`src/rtl/otter_cu_pkg.sv`:
```
// Shared types and constants for the OTTER multi-cycle control unit.
package otter_cu_pkg;

   // Wide enough for any memory latency the wait counter has to track.
   localparam int CTR_W = $clog2(16);

   typedef enum logic [2:0] {
      st_init = 3'd0,
      st_fet  = 3'd1,
      st_ex   = 3'd2,
      st_wb   = 3'd3,
      st_intr = 3'd4
   } state_type;

   typedef enum logic [6:0] {
      OP_LUI    = 7'b0110111,
      OP_AUIPC  = 7'b0010111,
      OP_JAL    = 7'b1101111,
      OP_JALR   = 7'b1100111,
      OP_BRANCH = 7'b1100011,
      OP_LOAD   = 7'b0000011,
      OP_STORE  = 7'b0100011,
      OP_IMM    = 7'b0010011,
      OP_RG3    = 7'b0110011,
      OP_SYSTEM = 7'b1110011
   } opcode_t;

   localparam logic [2:0]  F3_PRIV  = 3'b000;
   localparam logic [11:0] F12_MRET = 12'h302;

   // mret is the privileged (funct3 = 0) SYSTEM op with funct12 = 0x302.
   function automatic logic is_mret(input logic [2:0] f3, input logic [11:0] f12);
      return (f3 == F3_PRIV) && (f12 == F12_MRET);
   endfunction

endpackage

```
`src/rtl/cu_fsm_mc_if.sv`:
```
// Decode/handshake bundle between the control unit and the datapath.
interface cu_fsm_mc_if;
   logic        intr;
   logic        csr_mie;
   logic [6:0]  opcode;
   logic [2:0]  funct3;
   logic [11:0] funct12;
   logic        mem1_ack;
   logic        mem2_ack;

   logic        PC_WE;
   logic        RF_WE;
   logic        memWE2;
   logic        memRDEN1;
   logic        memRDEN2;
   logic        CSR_WE;
   logic        int_taken;
   logic        mret_exec;
   logic        illegal_op;
   logic        reset;

   // control unit side
   modport master (
      input  intr, csr_mie, opcode, funct3, funct12, mem1_ack, mem2_ack,
      output PC_WE, RF_WE, memWE2, memRDEN1, memRDEN2, CSR_WE,
             int_taken, mret_exec, illegal_op, reset
   );

   // datapath side
   modport slave (
      output intr, csr_mie, opcode, funct3, funct12, mem1_ack, mem2_ack,
      input  PC_WE, RF_WE, memWE2, memRDEN1, memRDEN2, CSR_WE,
             int_taken, mret_exec, illegal_op, reset
   );
endinterface

```
`src/rtl/mem_wait_ctr.sv`:
```
// Memory wait tracker: fixed-latency counter or ack handshake, chosen by MEM_MODE.
module mem_wait_ctr
   import otter_cu_pkg::*;
#(
   parameter int MEM_MODE = 0,
   parameter int MEM_LAT  = 1
) (
   input  logic clk,
   input  logic RST_N,
   input  logic clear,
   input  logic wait_en,
   input  logic ack_sel,
   input  logic ack1,
   input  logic ack2,
   output logic done
);

   localparam logic [CTR_W-1:0] LAST = CTR_W'(MEM_LAT - 1);

   logic [CTR_W-1:0] cnt;
   logic             ack;

   assign ack = ack_sel ? ack2 : ack1;

   // An ack or terminal count only counts while the FSM is actually waiting.
   always_comb begin
      done = 1'b0;
      if (wait_en) begin
         done = (MEM_MODE == 1) ? ack : (cnt == LAST);
      end
   end

   // Cycle counter: cleared on every state change, saturates so it never wraps.
   always_ff @(posedge clk or negedge RST_N) begin
      if (!RST_N) begin
         cnt <= '0;
      end else if (clear) begin
         cnt <= '0;
      end else if (wait_en && !done && (cnt != '1)) begin
         cnt <= cnt + 1'b1;
      end
   end

endmodule

```
`src/rtl/cu_fsm_mc.sv`:
```
// Multi-cycle OTTER control unit: fetch / execute / writeback / interrupt sequencing.
//
// state   | meaning
// st_init | datapath reset, one cycle after RST_N release
// st_fet  | instruction read, held until the memory wait completes
// st_ex   | decode and execute; loads/stores wait on data memory here
// st_wb   | load writeback
// st_intr | interrupt entry: save mepc, vector the PC
module cu_fsm_mc
   import otter_cu_pkg::*;
#(
   parameter int MEM_MODE = 0,
   parameter int MEM_LAT  = 1,
   parameter int INTR_EN  = 1
) (
   input logic         clk,
   input logic         RST_N,
   cu_fsm_mc_if.master cu
);

   state_type ps, ns;
   state_type ns_bnd;

   logic done, wait_en, ack_sel, clear;
   logic pc_we, rf_we, mem_we2, mem_rden1, mem_rden2, csr_we;
   logic int_taken, mret_exec, illegal_op, dp_reset;
   logic irq_go;

   // Interrupts are only taken at an instruction boundary.
   assign irq_go = (INTR_EN != 0) && cu.intr && cu.csr_mie;
   assign ns_bnd = irq_go ? st_intr : st_fet;
   assign clear  = (ns != ps);

   mem_wait_ctr #(
      .MEM_MODE (MEM_MODE),
      .MEM_LAT  (MEM_LAT)
   ) u_wait (
      .clk     (clk),
      .RST_N   (RST_N),
      .clear   (clear),
      .wait_en (wait_en),
      .ack_sel (ack_sel),
      .ack1    (cu.mem1_ack),
      .ack2    (cu.mem2_ack),
      .done    (done)
   );

   // State register.
   always_ff @(posedge clk or negedge RST_N) begin
      if (!RST_N) begin
         ps <= st_init;
      end else begin
         ps <= ns;
      end
   end

   // Next-state and output decode.
   always_comb begin
      ns         = ps;
      wait_en    = 1'b0;
      ack_sel    = 1'b0;
      pc_we      = 1'b0;
      rf_we      = 1'b0;
      mem_we2    = 1'b0;
      mem_rden1  = 1'b0;
      mem_rden2  = 1'b0;
      csr_we     = 1'b0;
      int_taken  = 1'b0;
      mret_exec  = 1'b0;
      illegal_op = 1'b0;
      dp_reset   = 1'b0;

      case (ps)
         st_init: begin
            dp_reset = 1'b1;
            ns       = st_fet;
         end

         st_fet: begin
            mem_rden1 = 1'b1;
            wait_en   = 1'b1;
            if (done) ns = st_ex;
         end

         st_ex: begin
            case (cu.opcode)
               OP_LOAD: begin
                  mem_rden2 = 1'b1;
                  wait_en   = 1'b1;
                  ack_sel   = 1'b1;
                  if (done) ns = st_wb;
               end
               OP_STORE: begin
                  mem_we2 = 1'b1;
                  wait_en = 1'b1;
                  ack_sel = 1'b1;
                  if (done) begin
                     pc_we = 1'b1;
                     ns    = ns_bnd;
                  end
               end
               OP_LUI, OP_AUIPC, OP_IMM, OP_RG3, OP_JAL, OP_JALR: begin
                  pc_we = 1'b1;
                  rf_we = 1'b1;
                  ns    = ns_bnd;
               end
               OP_BRANCH: begin
                  pc_we = 1'b1;
                  ns    = ns_bnd;
               end
               OP_SYSTEM: begin
                  pc_we = 1'b1;
                  if (cu.funct3 != F3_PRIV) begin
                     rf_we  = 1'b1;
                     csr_we = 1'b1;
                     ns     = ns_bnd;
                  end else if (is_mret(cu.funct3, cu.funct12)) begin
                     // mie is still the trap-time value here, so never re-enter.
                     mret_exec = 1'b1;
                     ns        = st_fet;
                  end else begin
                     ns = ns_bnd;
                  end
               end
               default: begin
                  illegal_op = 1'b1;
                  pc_we      = 1'b1;
                  ns         = ns_bnd;
               end
            endcase
         end

         st_wb: begin
            pc_we = 1'b1;
            rf_we = 1'b1;
            ns    = ns_bnd;
         end

         st_intr: begin
            int_taken = 1'b1;
            pc_we     = 1'b1;
            ns        = st_fet;
         end

         default: ns = st_fet;
      endcase
   end

   assign cu.PC_WE      = pc_we;
   assign cu.RF_WE      = rf_we;
   assign cu.memWE2     = mem_we2;
   assign cu.memRDEN1   = mem_rden1;
   assign cu.memRDEN2   = mem_rden2;
   assign cu.CSR_WE     = csr_we;
   assign cu.int_taken  = int_taken;
   assign cu.mret_exec  = mret_exec;
   assign cu.illegal_op = illegal_op;
   assign cu.reset      = dp_reset;

endmodule

```
`src/flat_wrapper.sv`:
```
// flat-port wrapper written by rule: the top's interface ports become plain ports
module cu_fsm_mc_flat import otter_cu_pkg::*;
#(
   parameter int MEM_MODE = 0,
   parameter int MEM_LAT  = 1,
   parameter int INTR_EN  = 1
)
  (clk, RST_N, cu_intr, cu_csr_mie, cu_opcode, cu_funct3, cu_funct12, cu_mem1_ack, cu_mem2_ack, cu_PC_WE, cu_RF_WE, cu_memWE2, cu_memRDEN1, cu_memRDEN2, cu_CSR_WE, cu_int_taken, cu_mret_exec, cu_illegal_op, cu_reset);
  cu_fsm_mc_if cu_i ();
  input logic clk;
  input logic RST_N;
  input wire logic [$bits(cu_i.intr)-1:0] cu_intr;
  input wire logic [$bits(cu_i.csr_mie)-1:0] cu_csr_mie;
  input wire logic [$bits(cu_i.opcode)-1:0] cu_opcode;
  input wire logic [$bits(cu_i.funct3)-1:0] cu_funct3;
  input wire logic [$bits(cu_i.funct12)-1:0] cu_funct12;
  input wire logic [$bits(cu_i.mem1_ack)-1:0] cu_mem1_ack;
  input wire logic [$bits(cu_i.mem2_ack)-1:0] cu_mem2_ack;
  output wire logic [$bits(cu_i.PC_WE)-1:0] cu_PC_WE;
  output wire logic [$bits(cu_i.RF_WE)-1:0] cu_RF_WE;
  output wire logic [$bits(cu_i.memWE2)-1:0] cu_memWE2;
  output wire logic [$bits(cu_i.memRDEN1)-1:0] cu_memRDEN1;
  output wire logic [$bits(cu_i.memRDEN2)-1:0] cu_memRDEN2;
  output wire logic [$bits(cu_i.CSR_WE)-1:0] cu_CSR_WE;
  output wire logic [$bits(cu_i.int_taken)-1:0] cu_int_taken;
  output wire logic [$bits(cu_i.mret_exec)-1:0] cu_mret_exec;
  output wire logic [$bits(cu_i.illegal_op)-1:0] cu_illegal_op;
  output wire logic [$bits(cu_i.reset)-1:0] cu_reset;
  assign cu_i.intr = cu_intr;
  assign cu_i.csr_mie = cu_csr_mie;
  assign cu_i.opcode = cu_opcode;
  assign cu_i.funct3 = cu_funct3;
  assign cu_i.funct12 = cu_funct12;
  assign cu_i.mem1_ack = cu_mem1_ack;
  assign cu_i.mem2_ack = cu_mem2_ack;
  assign cu_PC_WE = cu_i.PC_WE;
  assign cu_RF_WE = cu_i.RF_WE;
  assign cu_memWE2 = cu_i.memWE2;
  assign cu_memRDEN1 = cu_i.memRDEN1;
  assign cu_memRDEN2 = cu_i.memRDEN2;
  assign cu_CSR_WE = cu_i.CSR_WE;
  assign cu_int_taken = cu_i.int_taken;
  assign cu_mret_exec = cu_i.mret_exec;
  assign cu_illegal_op = cu_i.illegal_op;
  assign cu_reset = cu_i.reset;
  cu_fsm_mc #(.MEM_MODE(MEM_MODE), .MEM_LAT(MEM_LAT), .INTR_EN(INTR_EN)) u_core (.clk(clk), .RST_N(RST_N), .cu(cu_i));
endmodule
```
`config.mk`:
```
export PLATFORM = sky130hd
export DESIGN_NAME = cu_fsm_mc_flat
export DESIGN_NICKNAME = d
export VERILOG_FILES = /design/src/rtl/otter_cu_pkg.sv /design/src/rtl/cu_fsm_mc_if.sv /design/src/rtl/mem_wait_ctr.sv /design/src/rtl/cu_fsm_mc.sv /design/src/flat_wrapper.sv
export SDC_FILE = /design/constraint.sdc
export NUM_CORES = 1
export LEC_CHECK = 0
export CORE_AREA = 3 3 56 47
export DETAILED_ROUTE_END_ITERATION = 8
export DIE_AREA = 0 0 59 50
export GPL_TIMING_DRIVEN = 0
export PLACE_DENSITY = 0.72
export SYNTH_ARGS = -nofsm -noshare
export SYNTH_HDL_FRONTEND = slang
export SYNTH_HIERARCHICAL = 1
export SYNTH_SLANG_ARGS = --single-unit
```
`constraint.sdc`:
```
create_clock -name clk -period 2.46 [get_ports clk]
set_input_delay 0.492 -clock clk [delete_from_list [all_inputs] [get_ports clk]]
set_output_delay 0.492 -clock clk [all_outputs]
set_load 0.05 [all_outputs]
```
==> key figures, run 1 <==
Status
  – Status: finished, violations left
  – Failing checks: negative setup slack

Setup path
  – CP startpoint kind: register
  – WS Path Type: reg -> out
  – Cell family with most CP delay: simple AND/OR/NAND/NOR gates
  – CP arrival: 2070 ps
  – CP bufs+invs: 1
  – Worst path required time: just under 2000 ps
  – Slowest cell on crit path: dfrtp_2
  – CP Cell Sequence: or2b_4 > nor2_4 > nand2_2 > nand2b_4 > nor4b_4 > nand2_1 > nor3b_4 > o21bai_4 > buf_8
  – R2r setup slk: between 200 and 300 ps
  – RR Startpoint: u_core/ps[1]$_DFF_PN0_
  – R2R Path End: u_core/ps[0]$_DFF_PN0_
  – Worst Setup EP: cu_PC_WE
  – Max FO, Critical Path: 7
  – Setup crit start: u_core/ps[1]$_DFF_PN0_
  – Worst Reg2Reg Path Length in Cells: 10
  – Worst Setup End Kind: output pin
  – CP peak stage delay: 410 ps
  – CP Depth: 9

Yosys
  – Mapped Cells: 87
  – Synth warn: 6
  – Post-Syn Area per Cell: 8.11 sq um
  – Syn nets: 117
  – Synthesized area: 706 sq um

Placement
  – HPWL after detailed placement: about 1800 microns
  – Post-place setup slack: -1280 ps
  – RePlAce Congestion: 0.813
  – Input/output buffers: 35
  – Placement Cell Area: 0.00116 sq mm

Power
  – Flop pwr share: roughly 16%
  – Worst VDD drop: 0.667 mV
  – Comb power frac: 73.8%
  – Pwr Density: ~740 mW/mm^2
  – Leak: 0.560 nW
  – Sw power: between 0.4 and 0.5 mW
  – Switching Share: 42.7%
  – Pwr Total: 0.976 mW
  – Clock power frac: 10.8%
  – Internal power: 0.559 mW

Timing
  – Worst-Margin Slew: around 500 ps
  – Slew Viols, Final: 0
  – Rel. slew slack: between 60% and 70%
  – # setup viols final: 1
  – RSZ-0062 raised after global routing: yes
  – Worst Skew: 0.267 ps
  – Tcrit/Tclk final: 104%
  – Setup TNS: -106 ps
  – FMAX: a little under 400 MHz
  – Hold Fails Final Rpt: 0
  – Setup ws final: -106 ps
  – Fin crit period: 2570 ps

CTS
  – Reg clk slew, reported paths: ~50 ps
  – Max clock buf depth: 2
  – CTS root buf: clkbuf_4
  – TritonCTS Buffers: 3
  – Worst skew pair latency: about 250 ps
  – H-tree Lvls: 1
  – CTS Sinks: 7
  – CTS tree: done

Die
  – Core footprint: about 0.0021 sq mm
  – Initial core utilization: 33.0%
  – Die Height: around 50 microns
  – I/O pin count: 38
  – Std cell rows: 15
  – Die ar.: 0.00295 sq mm
  – Die X: between 50 and 60 microns

Detailed routing
  – Vias/cell: 5.23
  – Initial DRC count: 27
  – Routed wire length: 2350 microns
  – DR WL/cell: 14.1 microns
  – DRC Markers: 0
  – Via Count: 873
  – Router iterations before antenna repair: 4
  – Final ANT Viol Nets: 0

Flow run
  – MaxCap Viol Count: 0

Layout
  – Area growth syn-to-layout: 86.5%
  – Share of cells above drive strength 1: 36.6%
  – Layout Nets: 173
  – Diode count: 0
  – Post-layout instance area: about 0.0013 sq mm

GRT
  – First-pass GRT wire length: 3800 microns
  – Largest net degree at the start of global routing: 11
  – GRT Total Usage: 16.6%
  – Vias in the first global route: 852
  – Initial antenna violation count: 0
  – Grt total ovfl: 0

Hold path
  – Hold crit path type: in -> async
==> cell type report <==
class,count,area [sq um]
flip-flops and latches,7,178
plain buffers,1,11.3
multi-input cells,74,601
well taps,25,31.3
repair buffers,51,450
clock buffers,4,26.3
inverters,5,18.8
fillers,186,823
==> power groups by stage <==
stage	combinational [mW]	clock (mW)	sequential, mW
after floorplan	0.392	0	0.152
after global placement	0.545	0	0.156
after detailed placement	0.549	0	0.158
after CTS	0.601	0.111	0.158
after global routing	0.764	0.118	0.153
final	0.720	0.105	0.151
==> routing by layer <==
layer	vias up	track usage, %	wire length, microns
met5	-	0	0
met4	0	4.91	19
met3	2	4.19	68
met2	18	26.8	1270
met1	416	21.4	992
li1	437	-	-
==> timing repair <==
| action | in CTS | in global routing |
|---|---|---|
| pin swaps | 2 | 6 |
| gates cloned | 0 | 0 |
| buffers inserted | 5 | 11 |
| endpoints found under the setup margin | 8 | 7 |
| hold buffers | 0 | 0 |
| gates resized for setup | 41 | 13 |
==> registers in the layout, indices dropped and copies added, names as in the netlist <==
register / count
u_core/u_wait/cnt: 4
u_core/ps: 3
==> layout by cell type (no fill, tap or decap), types with 3 or more instances in the layout <==
master            n
nand2_1           6
a21oi_1           4
nor2_1           10
nor3_1            5
inv_1             5
dfrtp_1           5
buf_4            18
nand3_1           4
clkbuf_2          3
clkdlybuf4s50_1  22
dlygate4sd2_1     4
clkbuf_4          4
a211oi_1          3
nand2b_1          3
==> how the worst min path moves through the flow <==
stage                                startpoint                          endpoint  slack [ps]
5_1_grt                                   RST_N  u_core/u_wait/cnt[1]$_DFFE_PN0P_         500
4_1_cts                                   RST_N  u_core/u_wait/cnt[2]$_DFFE_PN0P_         490
3_5_place_dp   u_core/u_wait/cnt[1]$_DFFE_PN0P_  u_core/u_wait/cnt[1]$_DFFE_PN0P_         590
6_report                                  RST_N  u_core/u_wait/cnt[2]$_DFFE_PN0P_         490
3_3_place_gp   u_core/u_wait/cnt[1]$_DFFE_PN0P_  u_core/u_wait/cnt[1]$_DFFE_PN0P_         570
2_1_floorplan                             RST_N            u_core/ps[0]$_DFF_PN0_         200
==> stage by stage <==
stage | hold WS (ps) | util (%) | std cells
final | 492 | 61.5 | 167
after global placement | 571 | 54.1 | 147
after global routing | 500 | 61.5 | 167
after detailed placement | 589 | 54.1 | 147
after floorplan | 196 | - | 87
after CTS | 494 | 56.8 | 156
==> worst reg2reg max path, stage by stage (launching register included) <==
cell	delay, ps
dfrtp_2	410
or2b_4	310
nor2_4	120
nand2_2	80
nand2b_4	80
nor4b_4	240
buf_4	160
buf_4	110
inv_1	40
o41a_1	430
o221ai_2	130
(Power assumes the default switching activity.)
==> inputs of run 2 (changes only) <==
--- a/config.mk
+++ b/config.mk
@@ -5,11 +5,12 @@
 export SDC_FILE = /design/constraint.sdc
 export NUM_CORES = 1
 export LEC_CHECK = 0
-export CORE_AREA = 3 3 56 47
+export CORE_AREA = 8 8 61 52
 export DETAILED_ROUTE_END_ITERATION = 8
-export DIE_AREA = 0 0 59 50
+export DIE_AREA = 0 0 69 60
 export GPL_TIMING_DRIVEN = 0
 export PLACE_DENSITY = 0.72
+export SLEW_MARGIN = 15
 export SYNTH_ARGS = -nofsm -noshare
 export SYNTH_HDL_FRONTEND = slang
 export SYNTH_HIERARCHICAL = 1
==> run 2 against run 1 <==
Largest cell class unchanged. Power up 6.6%. Hold slack worse by 2.4 ps. Highest routed layer unchanged. Sequential power down 5%. First-iteration DRC count up 26%. Fmax down 2.9%. Setup slack worse by 75 ps. The flow still finishes with violations (negative setup slack).
==> key figures, run 2 (same netlist as run 1, synthesis figures left out) <==
Status
  – Status: finished, violations left
  – Failing checks: negative setup slack

Hold path
  – Hold crit path type: in -> async

Die
  – Core footprint: 0.00228 sq mm
  – Initial core utilization: 30.9%
  – Std cell rows: 16
  – Die X: between 60 and 70 microns
  – Die ar.: 0.00414 sq mm
  – I/O pin count: 38
  – Die Height: 60 microns

CTS
  – CTS Sinks: 7
  – TritonCTS Buffers: 3
  – CTS root buf: clkbuf_4
  – Max clock buf depth: 2
  – Reg clk slew, reported paths: roughly 60 ps
  – Hold Buf Count CTS: 0
  – CTS tree: done
  – Worst skew pair latency: 260 ps
  – H-tree Lvls: 1

GRT
  – Largest net degree at the start of global routing: 11
  – Grt total ovfl: 0
  – GRT Total Usage: 14.3%
  – First-pass GRT wire length: between 4000 and 5000 microns
  – Initial antenna violation count: 0
  – Vias in the first global route: about 1000

Setup path
  – Max FO, Critical Path: 3
  – Worst Reg2Reg Path Length in Cells: 15
  – CP startpoint kind: input pin
  – R2R Path End: u_core/ps[2]$_DFF_PN0_
  – CP arrival: 2150 ps
  – Worst Setup End Kind: output pin
  – RR Startpoint: u_core/ps[2]$_DFF_PN0_
  – WS Path Type: in -> out
  – Worst path required time: 1970 ps
  – R2r setup slk: -150 ps

Detailed routing
  – Initial DRC count: 34
  – Final ANT Viol Nets: 0
  – Via Count: 986
  – Vias/cell: 5.57
  – DR WL/cell: 18.0 microns
  – DRC Markers: 0
  – Router iterations before antenna repair: 4
  – Routed wire length: 3190 microns

Layout
  – Diode count: 0
  – Max reg flops: 4
  – Reg with most FFs: u_core/u_wait/cnt
  – Area growth syn-to-layout: 105%
  – Share of cells above drive strength 1: between 40 and 50%
  – Regs by FF count: u_core/u_wait/cnt (4), u_core/ps (3)
  – Layout Nets: between 150 and 200
  – Post-layout instance area: 0.00144 sq mm
  – Most frequent cells in the layout: clkdlybuf4s50_1 (22), buf_4 (22), nor2_1 (8)

Power
  – Leak: 0.637 nW
  – Pwr Density: 721 mW/mm^2
  – Worst VDD drop: roughly 0.78 mV

Timing
  – FMAX: 379 MHz
  – Worst Skew: 4.84 ps
  – Tcrit/Tclk final: 107%
  – Rel. slew slack: about two thirds
  – Worst-Margin Slew: 505 ps
  – Hold Fails Final Rpt: 0
  – Slew Viols, Final: 0
  – Setup ws final: -182 ps
  – # setup viols final: 5
  – RSZ-0062 raised after global routing: yes
  – Fin crit period: 2640 ps

Placement
  – Post-place setup slack: -1330 ps
  – Input/output buffers: 35
  – HPWL after detailed placement: 1900 microns
  – RePlAce Congestion: 0.769
  – Placement Cell Area: 0.00116 sq mm

Flow run
  – MaxCap Viol Count: 0
run 2: worst max-delay path by stage:
| stage | from | endpoint |
|---|---|---|
| 6_report | cu_opcode[2] | cu_PC_WE |
| 5_1_grt | cu_opcode[2] | cu_PC_WE |
| 4_1_cts | u_core/ps[2]$_DFF_PN0_ | cu_PC_WE |
| 3_5_place_dp | cu_opcode[2] | cu_PC_WE |
| 3_3_place_gp | cu_opcode[2] | cu_PC_WE |
| 2_1_floorplan | u_core/ps[0]$_DFF_PN0_ | cu_PC_WE |
run 2: what timing repair did:
| action | CTS | global route |
|---|---|---|
| resized for setup | 51 | 31 |
| pin swaps | 4 | 8 |
| setup endpoints to repair | 9 | 8 |
| buffers inserted | 17 | 7 |
run 2: layout make-up:
cell class | count | area (sq um)
buffer | 1 | 11.3
clock buffer | 4 | 26.3
fill | 194 | 838
inverter | 5 | 18.8
multi-input combinational | 74 | 631
sequential | 7 | 178
tap | 27 | 33.8
timing repair buffer | 59 | 546
run 2: critical path, cell delays in order:
cell	delay, ps
buf_8	100
nor4_4	280
and2b_2	230
nand2_4	70
nand2b_4	80
nor4b_4	280
nand2_1	150
nor3b_4	180
o21bai_4	140
buf_8	160
run 2: power breakdown:
group	switching, mW	total [mW]	internal (mW)	leakage (nW)
combinational	0.402	0.787	0.385	0.531
clock	0.0478	0.110	0.0623	0.0150
sequential	0.0107	0.144	0.133	0.0902
run 2: per-layer routing:
| metal | global-route usage (%) | vias to the layer above | part of all wire [%] |
|---|---|---|---|
| met5 | 0 | - | 0 |
| met4 | 9.33 | 0 | 4.3 |
| met3 | 2.16 | 12 | 3.7 |
| met2 | 27.6 | 34 | 55 |
| met1 | 14.3 | 489 | 37 |
| li1 | - | 451 | - |
run 2: metrics by stage:
step           util (%)  power [mW]  hold slack [ps]  cells  TNS, ps
2_1_floorplan         -       0.544              196     87    -2.83
3_3_place_gp       50.8       0.704              571    149    -5850
3_5_place_dp       50.8       0.714              586    149    -6380
4_1_cts            57.3       0.966              497    170     -158
5_1_grt            63.3        1.09              495    177     -993
6_report           63.3        1.04              489    177     -457
